$ cat src/rtl/sev_seg_monitor_if.sv
// Display-side bundle for sev_seg_monitor: sampled segment/anode lines in,
// reconstructed digit state and event pulses out.
interface sev_seg_monitor_if;
  logic [6:0]      Seg;
  logic [7:0]      AN;
  logic [7:0][3:0] digits;
  logic [7:0]      digit_valid;
  logic            frame_done;
  logic            err;

  modport master (
    output Seg, AN,
    input  digits, digit_valid, frame_done, err
  );

  modport slave (
    input  Seg, AN,
    output digits, digit_valid, frame_done, err
  );
endinterface

$ cat src/rtl/sev_seg_monitor.sv
// Reconstructs the eight hex digits shown on a multiplexed active-low seven-segment
// display. Define SEV_SEG_MONITOR_STALE_CHECK_EN to enable per-digit refresh timeouts.
module sev_seg_monitor #(
  parameter int unsigned SETTLE_CYCLES = 4,
  parameter int unsigned STALE_CYCLES  = 4194304
) (
  input logic              clk,
  input logic              resetn,
  sev_seg_monitor_if.slave mon
);

  typedef enum logic [1:0] {ST_WAIT, ST_EVAL, ST_HOLD} state_t;

  localparam logic [7:0] SETTLE = 8'(SETTLE_CYCLES);

  if (SETTLE_CYCLES < 1 || SETTLE_CYCLES > 255 || STALE_CYCLES < 1) begin : g_param_check
    $error("sev_seg_monitor: parameter out of range");
  end

  state_t          state_q, state_d;
  logic [6:0]      meta_seg_q, meta_seg_d, s_seg_q, s_seg_d;
  logic [7:0]      meta_an_q, meta_an_d, s_an_q, s_an_d;
  logic [7:0]      stable_cnt_q, stable_cnt_d;
  logic [7:0][3:0] digits_q, digits_d;
  logic [7:0]      digit_valid_q, digit_valid_d;
  logic [7:0]      seen_q, seen_d;
  logic            frame_done_q, frame_done_d;
  logic            err_q, err_d;
  logic [7:0]      sel;
  logic [7:0]      capture_sel;
  logic [4:0]      dec;

`ifdef SEV_SEG_MONITOR_STALE_CHECK_EN
  localparam int unsigned        STALE_W = $clog2(STALE_CYCLES + 1);
  localparam logic [STALE_W-1:0] STALE   = STALE_W'(STALE_CYCLES);
  logic [7:0][STALE_W-1:0] stale_q, stale_d;
`else
  // Without the refresh timeout a valid bit only drops on reset or a bad segment pattern.
`endif

  function automatic logic [4:0] decode(input logic [6:0] seg);
    case (seg)
      7'h40: decode = {1'b1, 4'h0};
      7'h79: decode = {1'b1, 4'h1};
      7'h24: decode = {1'b1, 4'h2};
      7'h30: decode = {1'b1, 4'h3};
      7'h19: decode = {1'b1, 4'h4};
      7'h12: decode = {1'b1, 4'h5};
      7'h02: decode = {1'b1, 4'h6};
      7'h78: decode = {1'b1, 4'h7};
      7'h00: decode = {1'b1, 4'h8};
      7'h10: decode = {1'b1, 4'h9};
      7'h08: decode = {1'b1, 4'hA};
      7'h03: decode = {1'b1, 4'hB};
      7'h46: decode = {1'b1, 4'hC};
      7'h21: decode = {1'b1, 4'hD};
      7'h06: decode = {1'b1, 4'hE};
      7'h0E: decode = {1'b1, 4'hF};
      default: decode = 5'h00;
    endcase
  endfunction

  always_comb begin
    meta_seg_d = mon.Seg;
    meta_an_d  = mon.AN;
    s_seg_d    = meta_seg_q;
    s_an_d     = meta_an_q;
    // Looking at the pair about to enter s_seg/s_an lets EVAL land exactly
    // SETTLE_CYCLES edges after the synchronized value changes.
    if ({meta_seg_q, meta_an_q} != {s_seg_q, s_an_q}) begin
      stable_cnt_d = '0;
    end else if (stable_cnt_q != SETTLE) begin
      stable_cnt_d = stable_cnt_q + 8'd1;
    end else begin
      stable_cnt_d = stable_cnt_q;
    end

    sel           = ~s_an_q;
    dec           = decode(s_seg_q);
    state_d       = state_q;
    capture_sel   = '0;
    err_d         = 1'b0;
    frame_done_d  = 1'b0;
    digits_d      = digits_q;
    digit_valid_d = digit_valid_q;
    seen_d        = seen_q;

    case (state_q)
      ST_WAIT: if (stable_cnt_d == SETTLE) state_d = ST_EVAL;
      ST_EVAL: begin
        state_d = (stable_cnt_d == '0) ? ST_WAIT : ST_HOLD;
        if (sel != '0) begin
          if (!$onehot(sel)) begin
            err_d = 1'b1;
          end else if (dec[4]) begin
            capture_sel = sel;
          end else begin
            err_d         = 1'b1;
            digit_valid_d = digit_valid_q & ~sel;
          end
        end
      end
      ST_HOLD: if (stable_cnt_d == '0) state_d = ST_WAIT;
      default: state_d = ST_WAIT;
    endcase

    for (int i = 0; i < 8; i++) begin
      if (capture_sel[i]) begin
        digits_d[i]      = dec[3:0];
        digit_valid_d[i] = 1'b1;
      end
    end
    // Re-capturing an already seen index never completes a frame on its own.
    if (capture_sel != '0) begin
      if ((seen_q | capture_sel) == 8'hFF) begin
        frame_done_d = 1'b1;
        seen_d       = '0;
      end else begin
        seen_d = seen_q | capture_sel;
      end
    end

`ifdef SEV_SEG_MONITOR_STALE_CHECK_EN
    for (int i = 0; i < 8; i++) begin
      if (capture_sel[i]) begin
        stale_d[i] = '0;
      end else if (stale_q[i] != STALE) begin
        stale_d[i] = stale_q[i] + STALE_W'(1);
      end else begin
        stale_d[i] = stale_q[i];
      end
      if (!capture_sel[i] && stale_d[i] == STALE) digit_valid_d[i] = 1'b0;
    end
`endif
  end

  always_ff @(posedge clk or negedge resetn) begin
    if (!resetn) begin
      meta_seg_q    <= 7'h7F;
      s_seg_q       <= 7'h7F;
      meta_an_q     <= 8'hFF;
      s_an_q        <= 8'hFF;
      stable_cnt_q  <= '0;
      state_q       <= ST_WAIT;
      digits_q      <= '0;
      digit_valid_q <= '0;
      seen_q        <= '0;
      frame_done_q  <= 1'b0;
      err_q         <= 1'b0;
    end else begin
      meta_seg_q    <= meta_seg_d;
      s_seg_q       <= s_seg_d;
      meta_an_q     <= meta_an_d;
      s_an_q        <= s_an_d;
      stable_cnt_q  <= stable_cnt_d;
      state_q       <= state_d;
      digits_q      <= digits_d;
      digit_valid_q <= digit_valid_d;
      seen_q        <= seen_d;
      frame_done_q  <= frame_done_d;
      err_q         <= err_d;
    end
  end

`ifdef SEV_SEG_MONITOR_STALE_CHECK_EN
  always_ff @(posedge clk or negedge resetn) begin
    if (!resetn) stale_q <= '0;
    else         stale_q <= stale_d;
  end
`endif

  assign mon.digits      = digits_q;
  assign mon.digit_valid = digit_valid_q;
  assign mon.frame_done  = frame_done_q;
  assign mon.err         = err_q;

endmodule

$ cat src/flat_wrapper.sv
// flat-port wrapper written by rule: the top's interface ports become plain ports
module sev_seg_monitor_flat 
#(
  parameter int unsigned SETTLE_CYCLES = 4,
  parameter int unsigned STALE_CYCLES  = 4194304
)
  (clk, resetn, mon_Seg, mon_AN, mon_digits, mon_digit_valid, mon_frame_done, mon_err);
  sev_seg_monitor_if mon_i ();
  input logic clk;
  input logic resetn;
  input wire logic [$bits(mon_i.Seg)-1:0] mon_Seg;
  input wire logic [$bits(mon_i.AN)-1:0] mon_AN;
  output wire logic [$bits(mon_i.digits)-1:0] mon_digits;
  output wire logic [$bits(mon_i.digit_valid)-1:0] mon_digit_valid;
  output wire logic [$bits(mon_i.frame_done)-1:0] mon_frame_done;
  output wire logic [$bits(mon_i.err)-1:0] mon_err;
  assign mon_i.Seg = mon_Seg;
  assign mon_i.AN = mon_AN;
  assign mon_digits = mon_i.digits;
  assign mon_digit_valid = mon_i.digit_valid;
  assign mon_frame_done = mon_i.frame_done;
  assign mon_err = mon_i.err;
  sev_seg_monitor #(.SETTLE_CYCLES(SETTLE_CYCLES), .STALE_CYCLES(STALE_CYCLES)) u_core (.clk(clk), .resetn(resetn), .mon(mon_i));
endmodule
$ cat config.mk
export PLATFORM = sky130hd
export DESIGN_NAME = sev_seg_monitor_flat
export DESIGN_NICKNAME = d
export VERILOG_FILES = /design/src/rtl/sev_seg_monitor_if.sv /design/src/rtl/sev_seg_monitor.sv /design/src/flat_wrapper.sv
export SDC_FILE = /design/constraint.sdc
export NUM_CORES = 1
export LEC_CHECK = 0
export BUFFER_PORTS_ARGS = -buffer_cell sky130_fd_sc_hd__buf_2
export CORE_ASPECT_RATIO = 1.25
export CORE_UTILIZATION = 51
export CTS_CLUSTER_DIAMETER = 150
export DETAILED_ROUTE_END_ITERATION = 7
export PLACE_DENSITY = 0.72
export SETUP_SLACK_MARGIN = 0.1
export SLEW_MARGIN = 20
export SYNTH_ARGS = -nofsm -noshare
export SYNTH_HDL_FRONTEND = slang
export SYNTH_SLANG_ARGS = --single-unit
$ cat constraint.sdc
create_clock -name clk -period 4 [get_ports clk]
set_input_delay 0.6 -clock clk [delete_from_list [all_inputs] [get_ports clk]]
set_output_delay 0.6 -clock clk [all_outputs]
set_load 0.05 [all_outputs]
---- Yosys cells after proc, flatten, opt, wreduce, memory -nomap -nowiden ----
Index checks and enable logic that the tools add are counted.
cells by class
  add/subtract/negate cells ............... 8
  eq/ne operators ......................... 32
  multiplexer cells ....................... 30
  bitwise logic cells ..................... 4
  reductions and logical operators ........ 38
operators with widths
  kind                   count
  $mux W8                11
  $pmux W5 S16           1
  $reduce_bool A2 Y1     24
  $reduce_and A4 Y1      8
  $eq A7 B7 Y1 const B   4
  $eq A7 B5 Y1 const B   3
  $eq A7 B6 Y1 const B   3
  $ne A2 B1 Y1 const B   10
  $not A8 Y8             2
  $reduce_bool A8 Y1     2
  $ne A15 B15 Y1         1
  $eq A7 B2 Y1 const B   2
  $eq A7 B4 Y1 const B   2
  $mux W1                14
  $add A4 B4 Y4          3
  $add A1 B1 Y2          4
  $add A8 B1 Y8 const B  1
  $and A8 B8 Y8          1
  $eq A8 B3 Y1 const B   1
  $eq A8 B8 Y1 const B   1
  $logic_not A8 Y1       1
  $ne A8 B3 Y1 const B   1
  $or A8 B8 Y8           1
  $eq A7 B3 Y1 const B   1
  8 further kinds        10
storage, ports and cells
  bits in registers ....................... 90
  input bits .............................. 17
  output and inout port bits .............. 42
  word-level logic and storage cells ...... 137

---- Depth between registers and ports, before layout ----
Gate-level depths: netlist of the first run.
  depth after elaboration ................. 12
  gate-level depth with buffers ........... 14

---- Worst setup path before layout of the first run ----
Ideal clock, no wire load.
  path type ............................... register to register
  start ................................... register u_core.s_an_q[4]
  end ..................................... register u_core.digits_q (netlist bit u_core.mon.digits[24])
  library setup time ...................... 0.125 ns
  arrival time ............................ 4.097 ns
  setup slack ............................. -0.222 ns
  cell stages (with the launch flop) ...... 15
  period minus slack after synthesis ...... 4.222 ns
  cells stage by stage .................... dfstp_2 -> inv_1 -> ha_1 -> fa_1 -> inv_1 -> fa_1 -> inv_1 -> ha_1 -> fa_1 -> nor4b_1 -> nand3_1 -> inv_1 -> nand2_1 -> nor2_4 -> mux2_2
between the ends
  word-level cells in the longest chain between the ends .. 8
  elaborated cells on any way between the ends .. 9
RTL lines
  what                                               line                    text
  start: declaration                                 sev_seg_monitor.sv:22   logic [7:0] meta_an_q, meta_an_d, s_an_q, s_an_d;
  start signal: assignment                           sev_seg_monitor.sv:154  s_an_q <= s_an_d;
  $not A8 Y8 (*)                                     sev_seg_monitor.sv:78   sel = ~s_an_q;
  $add A1 B1 Y2 (implied by the code)                sev_seg_monitor.sv:93   if (!$onehot(sel)) begin
  $add A4 B4 Y4 (implied by the code) (2 in series)  sev_seg_monitor.sv:93
  $eq A4 B1 Y1                                       sev_seg_monitor.sv:93
  $mux W8                                            sev_seg_monitor.sv:93
  $mux W8 (*)                                        sev_seg_monitor.sv:92   if (sel != '0) begin
  $mux W8 (*)                                        sev_seg_monitor.sv:88   case (state_q)
  end signal: assignment                             sev_seg_monitor.sv:157  digits_q <= digits_d;
  end: declaration                                   sev_seg_monitor.sv:24   logic [7:0][3:0] digits_q, digits_d;
Mark *: on every way between the ends. The rest lies on a longest branch, timed or not.
A chain may end at the register's enable or synchronous reset.

---- Worst setup path after layout of the first run ----
  start ................................... register u_core.s_an_q[6]
  end ..................................... register u_core.digits_q (netlist bit u_core.mon.digits[2])
The elaborated chain is that of the path after synthesis.

==> summary.txt, run 1 <==
Timing
  – Worst Slack Setup Final: 0.02947 ns
  – Worst-Margin Slew: 1.000 ns
  – Setup tns final: 0 ns
  – Final Critical Period: 3.971 ns
  – Hold_ws: 0.3011 ns
  – RSZ-0062 raised after global routing: yes
  – Fmax: 0.2519 GHz
  – # setup viols final: 0
  – Worst Skew: 0.01066 ns
  – Relative slew slack: 0.3261
  – Final Slew Violations: 0
  – Period utilisation layout: 0.9926
  – Final Hold Viols: 0

Floorplanning
  – Ports: 59
  – DIE WIDTH: 83.06 um
  – Chip height: 103.3 um
  – Starting Density: 0.5314
  – Num rows: 36
  – Full die area: 8582 um2
  – Core area: 7883 um2

Route
  – Vias/cell: 5.586
  – Antenna-violating nets left: 0
  – Final wirelength: 8990 um
  – Iteration-0 DRC Markers: 145
  – Via count: 2972
  – DR DRC count: 0
  – DR pass1 iterations: 4
  – DR WL/cell: 16.90 um

Yosys
  – Ys Warns: 0
  – Synth cell types: 61
  – Cell Area, Synth: 4189 um2
  – Post-synth EDFFs: 0
  – #FFs+latches synth: 90
  – Net count of the mapped netlist: 381
  – Prevailing post-synth register cell: dfrtp_1
  – Post-Synthesis Cells: 348
  – Sequential share of the synthesized area: 0.5466
  – Syn Area/Cell: 12.04 um2
  – Post-synth ARST share: 1.000

Clock tree
  – TritonCTS clock tree: yes
  – Root Driver: clkbuf_8
  – Clock latency on the worst-skew pair: 0.36 ns
  – CTS max path bufs: 2
  – Hold Buf Count CTS: 0
  – # H-tree levels: 3
  – Clock-pin slew on the worst setup and hold paths: 0.09 ns
  – Num CTS Buffers: 9
  – Clock Sinks: 90

Worst setup path
  – Critical Path End Type: register
  – CP arrival: 4.21 ns
  – WS Path Type: reg -> reg
  – Startpoint Class: register
  – CP required: 4.24 ns
  – Largest fanout on the critical path: 5

Power
  – Leak: 2.501 nW
  – Power Density: 340.0 nW/um2
  – Peak supply drop: 0.2690 mV

Layout
  – Fill cells: 591
  – Layout cells sized above 1: 0.4508
  – Layout Cells excl Fill: 532
  – Nets: 465
  – Ant. Diodes: 0
  – Commonest non-fill, non-tap cells in the layout: dfrtp_1 (60), buf_2 (57), dfstp_2 (30), buf_4 (23), nor2_1 (22)
  – Most common cell after layout, fill and taps aside: dfrtp_1
  – Synthesis-to-finish area growth: 23.30%

Place
  – GP Congestion: 0.8340
  – Setup Slack @ Placement: -0.1385 ns
  – Hpwl dp: 6299 um
  – Dpl cells: 504
  – IO Port Bufs: 58

Hold path
  – Hold Path Class: in -> async

Global route
  – First-pass GRT wire length: 14040 um
  – Total GRT Usage: 0.2124
  – Initial antenna violation count: 0
  – Largest net degree at the start of global routing: 91
  – Gr ovfl total: 0
  – Vias in the first global route: 2818

Run
  – Max-cap viol count: 0

Outcome
  – Outcome: finished, final reports clean
cell families after synthesis:
kind of cell               synth area share
and+or+nand+nor                      0.1350
buffers and inverters               0.03733
AOI/OAI and AO/OA                   0.09648
DFF                                  0.5466
adders and majority gates           0.05496
muxes                               0.08154
xor gates and xnor gates            0.04809
worst max-delay path, stage by stage (launching register included):
cell and delay (ns):
dfstp_2 0.55, inv_2 0.05, ha_4 0.15, fa_1 0.53, inv_1 0.05, fa_1 0.49, inv_1 0.04, ha_2 0.16
fa_1 0.47, nor4b_4 0.31, buf_4 0.17, nand4_1 0.19, a31oi_4 0.35, mux2_4 0.34
state kept, by name (all words and copies together), names as in the netlist:
signal,cells
u_core.meta_an_q,8
u_core.meta_seg_q,7
u_core.mon.digit_valid,8
u_core.mon.digits,32
u_core.mon.err,1
u_core.mon.frame_done,1
u_core.s_an_q,8
u_core.s_seg_q,7
u_core.seen_q,8
u_core.stable_cnt_q,8
u_core.state_q,2
area by class of cell:
type / instances / area, um2 / share of cell area
Clock buffer: 9 / 123.9 / 0.02398
Multi-Input combinational cell: 222 / 1943 / 0.3762
Sequential cell: 90 / 2290 / 0.4433
Inverter: 23 / 88.84 / 0.01720
Clock inverter: 7 / 75.07 / 0.01453
Tap cell: 95 / 118.9 / 0.02301
Timing Repair Buffer: 86 / 525.5 / 0.1017
path summary, 6_finish.rpt:
path	startpoint	end	slack (ns)	cells past startpoint
min in group clk	mon_AN[2]	u_core.meta_an_q[2]	0.33	1
hold reg to reg	u_core.meta_seg_q[0]	u_core.s_seg_q[0]	0.37	0
setup reg to reg	u_core.s_an_q[6]	u_core.mon.digits[2]	0.03	13
setup / recovery	u_core.s_an_q[6]	u_core.mon.digits[2]	0.03	13
hold / removal	resetn	u_core.mon.frame_done	0.30	1
max in group asynchronous	resetn	u_core.mon.digit_valid[7]	3.18	1
through the flow:
stage / area (um2) / utilization / power [mW]
4_1_cts: 5041 / 0.6395 / 1.769
3_5_place_dp: 4747 / 0.6022 / 1.134
2_1_floorplan: 4290 / - / 1.072
5_1_grt: 5165 / 0.6552 / 1.823
6_report: 5165 / 0.6552 / 1.756
3_3_place_gp: 4742 / 0.6016 / 1.129
synthesized netlist by cell type (3+ instances only):
| cell | number | share of area |
|---|---|---|
| a21oi_1 | 10 | 0.012 |
| a32o_1 | 3 | 0.0072 |
| and3_1 | 8 | 0.012 |
| buf_2 | 5 | 0.0060 |
| clkbuf_1 | 5 | 0.0045 |
| dfrtp_1 | 60 | 0.36 |
| dfstp_2 | 30 | 0.19 |
| fa_1 | 4 | 0.019 |
| ha_1 | 12 | 0.036 |
| inv_1 | 23 | 0.021 |
| mux2_2 | 25 | 0.067 |
| mux2_4 | 4 | 0.014 |
| nand2_1 | 17 | 0.015 |
| nand2b_1 | 3 | 0.0045 |
| nand3_1 | 10 | 0.012 |
| nand4_1 | 8 | 0.012 |
| nor2_1 | 23 | 0.021 |
| nor2b_1 | 4 | 0.0060 |
| nor3_1 | 4 | 0.0048 |
| nor3_2 | 3 | 0.0072 |
| nor4_1 | 5 | 0.0075 |
| o21ai_0 | 10 | 0.012 |
| xnor2_1 | 9 | 0.019 |
| xor2_1 | 14 | 0.029 |
what timing repair did:
item / in CTS / in global routing
gates cloned: 0 / 0
buffers inserted: 8 / 4
pin swaps: 9 / 4
gates resized for setup: 10 / 21
setup endpoints to repair: 35 / 39
power by group:
part           switching (mW)  internal [mW]
Combinational          0.0927         0.0728
Sequential             0.0248          0.938
Clock                   0.336          0.292
metal layers:
layer  vias up  share of wire  GRT usage
met5         -              0          0
met2        75           0.51     0.3644
met4         0         0.0085    0.07029
met1      1492           0.44     0.2753
li1       1399              -          -
met3         6          0.042    0.04127
Note: power is estimated with default switching activity, not from simulation.
==> run 2, diff against run 1 <==
Settings changed: CORE_UTILIZATION 51 to 55, PLACE_DENSITY 0.72 to 0.74.
Clock period 4 ns to 4.1 ns, I/O delays scaled along.
==> run 2 against run 1 <==
  * Count of clock-buffer cells in the layout up 1
  * Sequential power down 2.4%
  * Via count up 0.87%
  * Worst hold slack better by 0.013 ns
  * Global-route usage up 3.3 points
==> summary.txt, run 2 (synthesis results as in run 1) <==
Floorplanning
  – Starting Density: 0.5694
  – DIE WIDTH: 80.06 um
  – Chip height: 99.58 um
  – Core area: 7357 um2
  – Ports: 59
  – Num rows: 35
  – Full die area: 7972 um2

Route
  – DR WL/cell: 17.13 um
  – Vias/cell: 5.646
  – Final wirelength: 9097 um
  – Via count: 2998
  – Iteration-0 DRC Markers: 212
  – Antenna-violating nets left: 0
  – DR DRC count: 0
  – DR pass1 iterations: 4

Clock tree
  – Clock-pin slew on the worst setup and hold paths: 0.09 ns
  – Num CTS Buffers: 9
  – Clock latency on the worst-skew pair: 0.35 ns
  – Clock Sinks: 90
  – Root Driver: clkbuf_8
  – CTS max path bufs: 2
  – # H-tree levels: 3
  – TritonCTS clock tree: yes

Place
  – Dpl cells: 503
  – Setup Slack @ Placement: -0.01664 ns
  – IO Port Bufs: 58
  – GP Congestion: 0.8227
  – Hpwl dp: 6411 um

Worst setup path
  – WS Path Type: reg -> reg
  – Crit-path max cell delay: 0.55 ns
  – Crit. Startpoint: u_core.s_an_q[6]
  – CP arrival: 4.24 ns
  – Reg2Reg Setup Slack: 0.10 ns
  – Largest fanout on the critical path: 6
  – Worst R2R Path Depth: 15
  – CP required: 4.34 ns
  – Crit-path cells: inv_2 > ha_4 > fa_1 > inv_1 > fa_1 > inv_1 > ha_2 > fa_2 > nor4b_4 > buf_4 > nand3_4 > buf_6 > nor3_4 > buf_12 > mux2_4
  – R2r endpoint: u_core.mon.digits[13]
  – Critical Path End Type: register
  – Startpoint Class: register
  – Crit-path slowest cell: dfstp_2
  – Worst reg2reg path startpoint: u_core.s_an_q[6]

Layout
  – Layout Cells excl Fill: 531
  – Ant. Diodes: 0
  – Number of flip-flops in the largest register: 32
  – Commonest non-fill, non-tap cells in the layout: dfrtp_1 (60), buf_2 (57), dfstp_2 (30), buf_4 (27), nor2_1 (23)
  – Most common cell after layout, fill and taps aside: dfrtp_1
  – Synthesis-to-finish area growth: 22.64%
  – Nets: 467
  – Area occupied by multi-input gates: 1911 um2
  – Reg area: 2290 um2
  – Layout cells sized above 1: 0.4510
  – Fill cells: 520

Power
  – Clk pwr share: 0.347
  – Peak supply drop: 0.3215 mV
  – Power Density: 330.9 nW/um2
  – Sw frac: 0.2503
  – Sequential power share: 0.553
  – Pint: 1.274 mW
  – Combinational Power Share: 0.100
  – Leak: 2.500 nW
  – Psw: 425.6 uW

Global route
  – GRT busiest layer: met2
  – First-pass GRT wire length: 14590 um
  – Initial antenna violation count: 0
  – Met3 usage: 0.03945
  – Gr ovfl total: 0
  – Routing usage on met1: 0.3071
  – Largest net degree at the start of global routing: 91
  – Met2 Use GR: 0.4208
  – Vias in the first global route: 3006
  – Total GRT Usage: 0.2452

Timing
  – Worst Slack Setup Final: 0.1026 ns
  – Fmax: 0.2502 GHz
  – Worst-Margin Slew: 1.132 ns
  – Final Hold Viols: 0
  – Relative slew slack: 0.2373
  – RSZ-0062 raised after global routing: yes
  – Period utilisation layout: 0.9750
  – Final Slew Violations: 0
  – # setup viols final: 0
  – Final Critical Period: 3.997 ns
  – Worst Skew: 0.008550 ns

Run
  – Max-cap viol count: 0

Outcome
  – Outcome: finished, final reports clean

Hold path
  – Hold Path Class: in -> async
==> run 2: changes by cell type in the layout (fill, tap and decap cells not counted), sizes merged <==
cell      delta
buf          +2
clkinv       +2
clkinvlp     -2
clkbuf       +1
inv          -1
==> run 2: worst max-delay path by stage <==
stage	cells past startpoint	slack (ns)	end
global route	15	-0.005	u_core.mon.digits[13]
CTS	14	0.09	u_core.mon.digits[0]
detailed placement	13	-0.02	u_core.mon.digits[8]
finish	15	0.10	u_core.mon.digits[13]
floorplan	14	0.09	u_core.mon.digits[24]
global placement	13	0.09	u_core.mon.digits[10]
==> run 2: area by class of cell <==
class | count | area share
Sequential cell | 90 | 0.4457
Multi-Input combinational cell | 222 | 0.3719
Timing Repair Buffer | 88 | 0.1055
Clock buffer | 10 | 0.02484
Tap cell | 92 | 0.02241
Inverter | 23 | 0.01680
Clock inverter | 6 | 0.01291
==> run 2: critical path: cells and delay by family (launching register included) <==
kind	cells	cell delay [ns]
fa+ha+maj	5	1.79
buf+inv	6	0.64
mux	1	0.29
flops	1	0.55
simple gates	3	0.59
==> run 2: through the flow <==
stage                     utilization  power (mW)  hold slack, ns  setup TNS, ns  cell area (um2)
after floorplan                     -       1.039          0.3194              0             4209
after global placement         0.6364       1.092          0.3619              0             4682
after detailed placement       0.6364       1.099          0.3627        -0.1082             4682
after CTS                      0.6798       1.696          0.3377              0             5001
after global routing           0.6983       1.766          0.3317      -0.007337             5137
final                          0.6983       1.700          0.3144              0             5137
==> run 2: power groups by stage <==
| stage | sequential, mW | clock, mW | combinational, mW |
|---|---|---|---|
| 2_1_floorplan | 0.943 | 0 | 0.0961 |
| 3_3_place_gp | 0.954 | 0 | 0.138 |
| 3_5_place_dp | 0.955 | 0 | 0.144 |
| 4_1_cts | 0.940 | 0.602 | 0.154 |
| 5_1_grt | 0.943 | 0.635 | 0.188 |
| 6_report | 0.940 | 0.590 | 0.169 |
==> run 2: metal layers <==
layer / share of wire / wire (um) / up-vias
li1: - / - / 1407
met1: 0.42 / 3820 / 1487
met2: 0.52 / 4766 / 87
met3: 0.036 / 325 / 17
met4: 0.020 / 184 / 0
met5: 0 / 0 / -
==> run 2: what timing repair did <==
item | in CTS | in global routing
endpoints found under the setup margin | 36 | 41
pin swaps | 9 | 6
hold buffers | 0 | 0
buffers inserted | 6 | 6
gates resized for setup | 22 | 15
==> run 3, diff against run 2 <==
Settings changed: ABC_AREA set to 1.
==> run 3 against run 2 <==
  * Synthesized cell count grew 25%
  * Sequential share of layout area shrank 0.53 points
  * Sequential cell count is the same
  * Combinational power shrank 5%
  * First-iteration DRC count shrank 2.4%
  * Non-clock buffer count shrank 1
  * Via count grew 9.1%
  * Critical path depth grew 4
  * Global-route usage grew 1.3 points
  * Maximum frequency shrank 1.0%
  * Highest routed layer unchanged
==> summary.txt, run 3 <==
Outcome
  – Outcome: finished, final reports clean

Yosys
  – Synth area leader: dfrtp_1
  – Post-synth ARST share: 1.000
  – Synth cell types: 33
  – Cell Area, Synth: 4166 um2
  – Prevailing post-synth register cell: dfrtp_1
  – Post-synth top cells: nand2_1 (85), inv_1 (68), dfrtp_1 (60)
  – Net count of the mapped netlist: 469
  – Post-synth EDFFs: 0
  – Sequential share of the synthesized area: 0.5495
  – Most area-consuming cells after synthesis: dfrtp_1 (36%), dfstp_2 (19%), nand2_1 (7.7%)
  – Syn Area/Cell: 9.556 um2
  – Most frequent cell after synthesis: nand2_1
  – Post-Synthesis Cells: 436
  – #FFs+latches synth: 90
  – Ys Warns: 0
  – Top-area cell type share of the netlist area: 0.3604

Global route
  – Total GRT Usage: 0.2585
  – Largest net degree at the start of global routing: 60
  – Initial antenna violation count: 0
  – Vias in the first global route: 3328
  – Gr ovfl total: 0
  – First-pass GRT wire length: 15350 um

Clock tree
  – Clock Sinks: 90
  – TritonCTS clock tree: yes
  – # H-tree levels: 3
  – Clock-pin slew on the worst setup and hold paths: 0.09 ns
  – Root Driver: clkbuf_8
  – Num CTS Buffers: 9
  – Clock latency on the worst-skew pair: 0.36 ns
  – CTS max path bufs: 2

Route
  – DR pass1 iterations: 4
  – Final wirelength: 9699 um
  – Iteration-0 DRC Markers: 207
  – Antenna-violating nets left: 0
  – DR WL/cell: 15.49 um
  – Via count: 3272
  – DR DRC count: 0
  – Vias/cell: 5.227

Worst setup path
  – WS Path Type: reg -> reg
  – Largest fanout on the critical path: 8
  – Reg2Reg Setup Slack: 0.06 ns
  – CP required: 4.36 ns
  – CP arrival: 4.30 ns
  – Critical Path End Type: register
  – Startpoint Class: register

Floorplanning
  – Full die area: 7930 um2
  – Num rows: 35
  – Ports: 59
  – Chip height: 99.31 um
  – Core area: 7357 um2
  – DIE WIDTH: 79.85 um
  – Starting Density: 0.5663

Layout
  – Nets: 562
  – Number of flip-flops in the largest register: 32
  – Ant. Diodes: 0
  – Final core occ: 0.7066
  – Layout Cells excl Fill: 626
  – Synthesis-to-finish area growth: 24.77%
  – Layout cells sized above 1: 0.3727
  – Commonest non-fill, non-tap cells in the layout: nand2_1 (68), inv_1 (61), dfrtp_1 (60), buf_2 (57), o21ai_0 (40)
  – Most common cell after layout, fill and taps aside: nand2_1

Timing
  – Worst Skew: 0.01095 ns
  – RSZ-0062 raised after global routing: yes
  – Fmax: 0.2476 GHz
  – Final Slew Violations: 0
  – # setup viols final: 0
  – Final Hold Viols: 0
  – Final Critical Period: 4.038 ns
  – Relative slew slack: 0.4954
  – Worst-Margin Slew: 0.7511 ns
  – Hold_ws: 0.3137 ns
  – Period utilisation layout: 0.9849

Run
  – Max-cap viol count: 0

Place
  – GP Congestion: 0.8322
  – IO Port Bufs: 58
  – Hpwl dp: 6308 um
  – Dpl cells: 590

Power
  – Peak supply drop: 0.2400 mV
  – Power Density: 351.5 nW/um2
  – Leak: 2.689 nW
  – Tot Pwr: 1.828 mW

Hold path
  – Hold Path Class: in -> async
## run 3: cell count changes after synthesis, sizes merged, moves of 4 or more
| cell | delta |
|---|---|
| o21ai | +29 |
| and3 | -7 |
| a21oi | -9 |
| mux2 | -29 |
| nor2b | -4 |
| nand2 | +77 |
| nor2 | +23 |
| clkbuf | -5 |
| nand3 | +11 |
| inv | +47 |
| nor4 | -4 |
## run 3: metal layers
layer / GRT usage / up-vias / part of all wire
li1: - / 1561 / -
met1: 0.3070 / 1564 / 0.40
met2: 0.4431 / 115 / 0.51
met3: 0.05046 / 32 / 0.048
met4: 0.1305 / 0 / 0.040
met5: 0 / - / 0
## run 3: worst paths after layout
check / start / end / cells past startpoint
setup / recovery: u_core.s_an_q[3] / u_core.seen_q[6] / 19
hold / removal: resetn / u_core.stable_cnt_q[3] / 1
setup reg to reg: u_core.s_an_q[3] / u_core.seen_q[6] / 19
hold reg to reg: u_core.meta_seg_q[2] / u_core.s_seg_q[2] / 0
max in group asynchronous: resetn / u_core.s_an_q[6] / 2
min in group clk: mon_Seg[6] / u_core.meta_seg_q[6] / 1
## run 3: metrics by stage
step                setup WS (ns)  TNS [ns]  instance area, um2
finish                    0.06199         0                5199
global route              -0.1021   -0.6915                5199
CTS                        0.1101         0                5020
detailed placement       -0.02085   -0.1457                4597
global placement           0.1324         0                4597
floorplan                  0.1746         0                4167
## run 3: layout make-up
cell class,count,area (um2)
inverter,70,262.8
tap,92,115.1
fill,545,2158
timing repair buffer,87,521.8
clock buffer,9,123.9
sequential,90,2290
multi-input combinational,271,1763
clock inverter,7,122.6
## run 3: worst max-delay path, stage by stage, from the launching register on
cell and delay (ns):
dfstp_2 0.58, inv_2 0.05, ha_4 0.16, fa_1 0.55
inv_2 0.05, fa_1 0.51, inv_1 0.05, ha_2 0.18
fa_1 0.46, nor2_2 0.14, nand2_4 0.14, nor3_2 0.24
buf_4 0.20, o21ai_0 0.10, nand2_1 0.09, inv_1 0.05
nand2_2 0.09, nand3_4 0.15, nand2_2 0.12, inv_2 0.04
## run 3: logic make-up (layout without fill, tap and decap cells)
group           Yosys count  after routing  share of synthesized area
compound gates           50             50                    0.06607
simple gates            183            183                     0.2090
fa+ha+maj                16             16                    0.05526
flops                    90             90                     0.5496
buf+inv                  75            173                    0.07387
xor+xnor                 22             22                    0.04625
## run 3: report_power, final
group | internal, mW | switching (mW) | leakage, nW
registers | 0.915 | 0.0174 | 1.15
clock network | 0.409 | 0.326 | 0.116
logic | 0.0522 | 0.108 | 1.42
## run 3: repair_timing
action,4_1_cts,5_1_grt
hold buffers,0,0
pin swaps,12,26
gates cloned,0,0
setup buffers,11,9
endpoints found under the setup margin,8,9
gates resized for setup,22,34
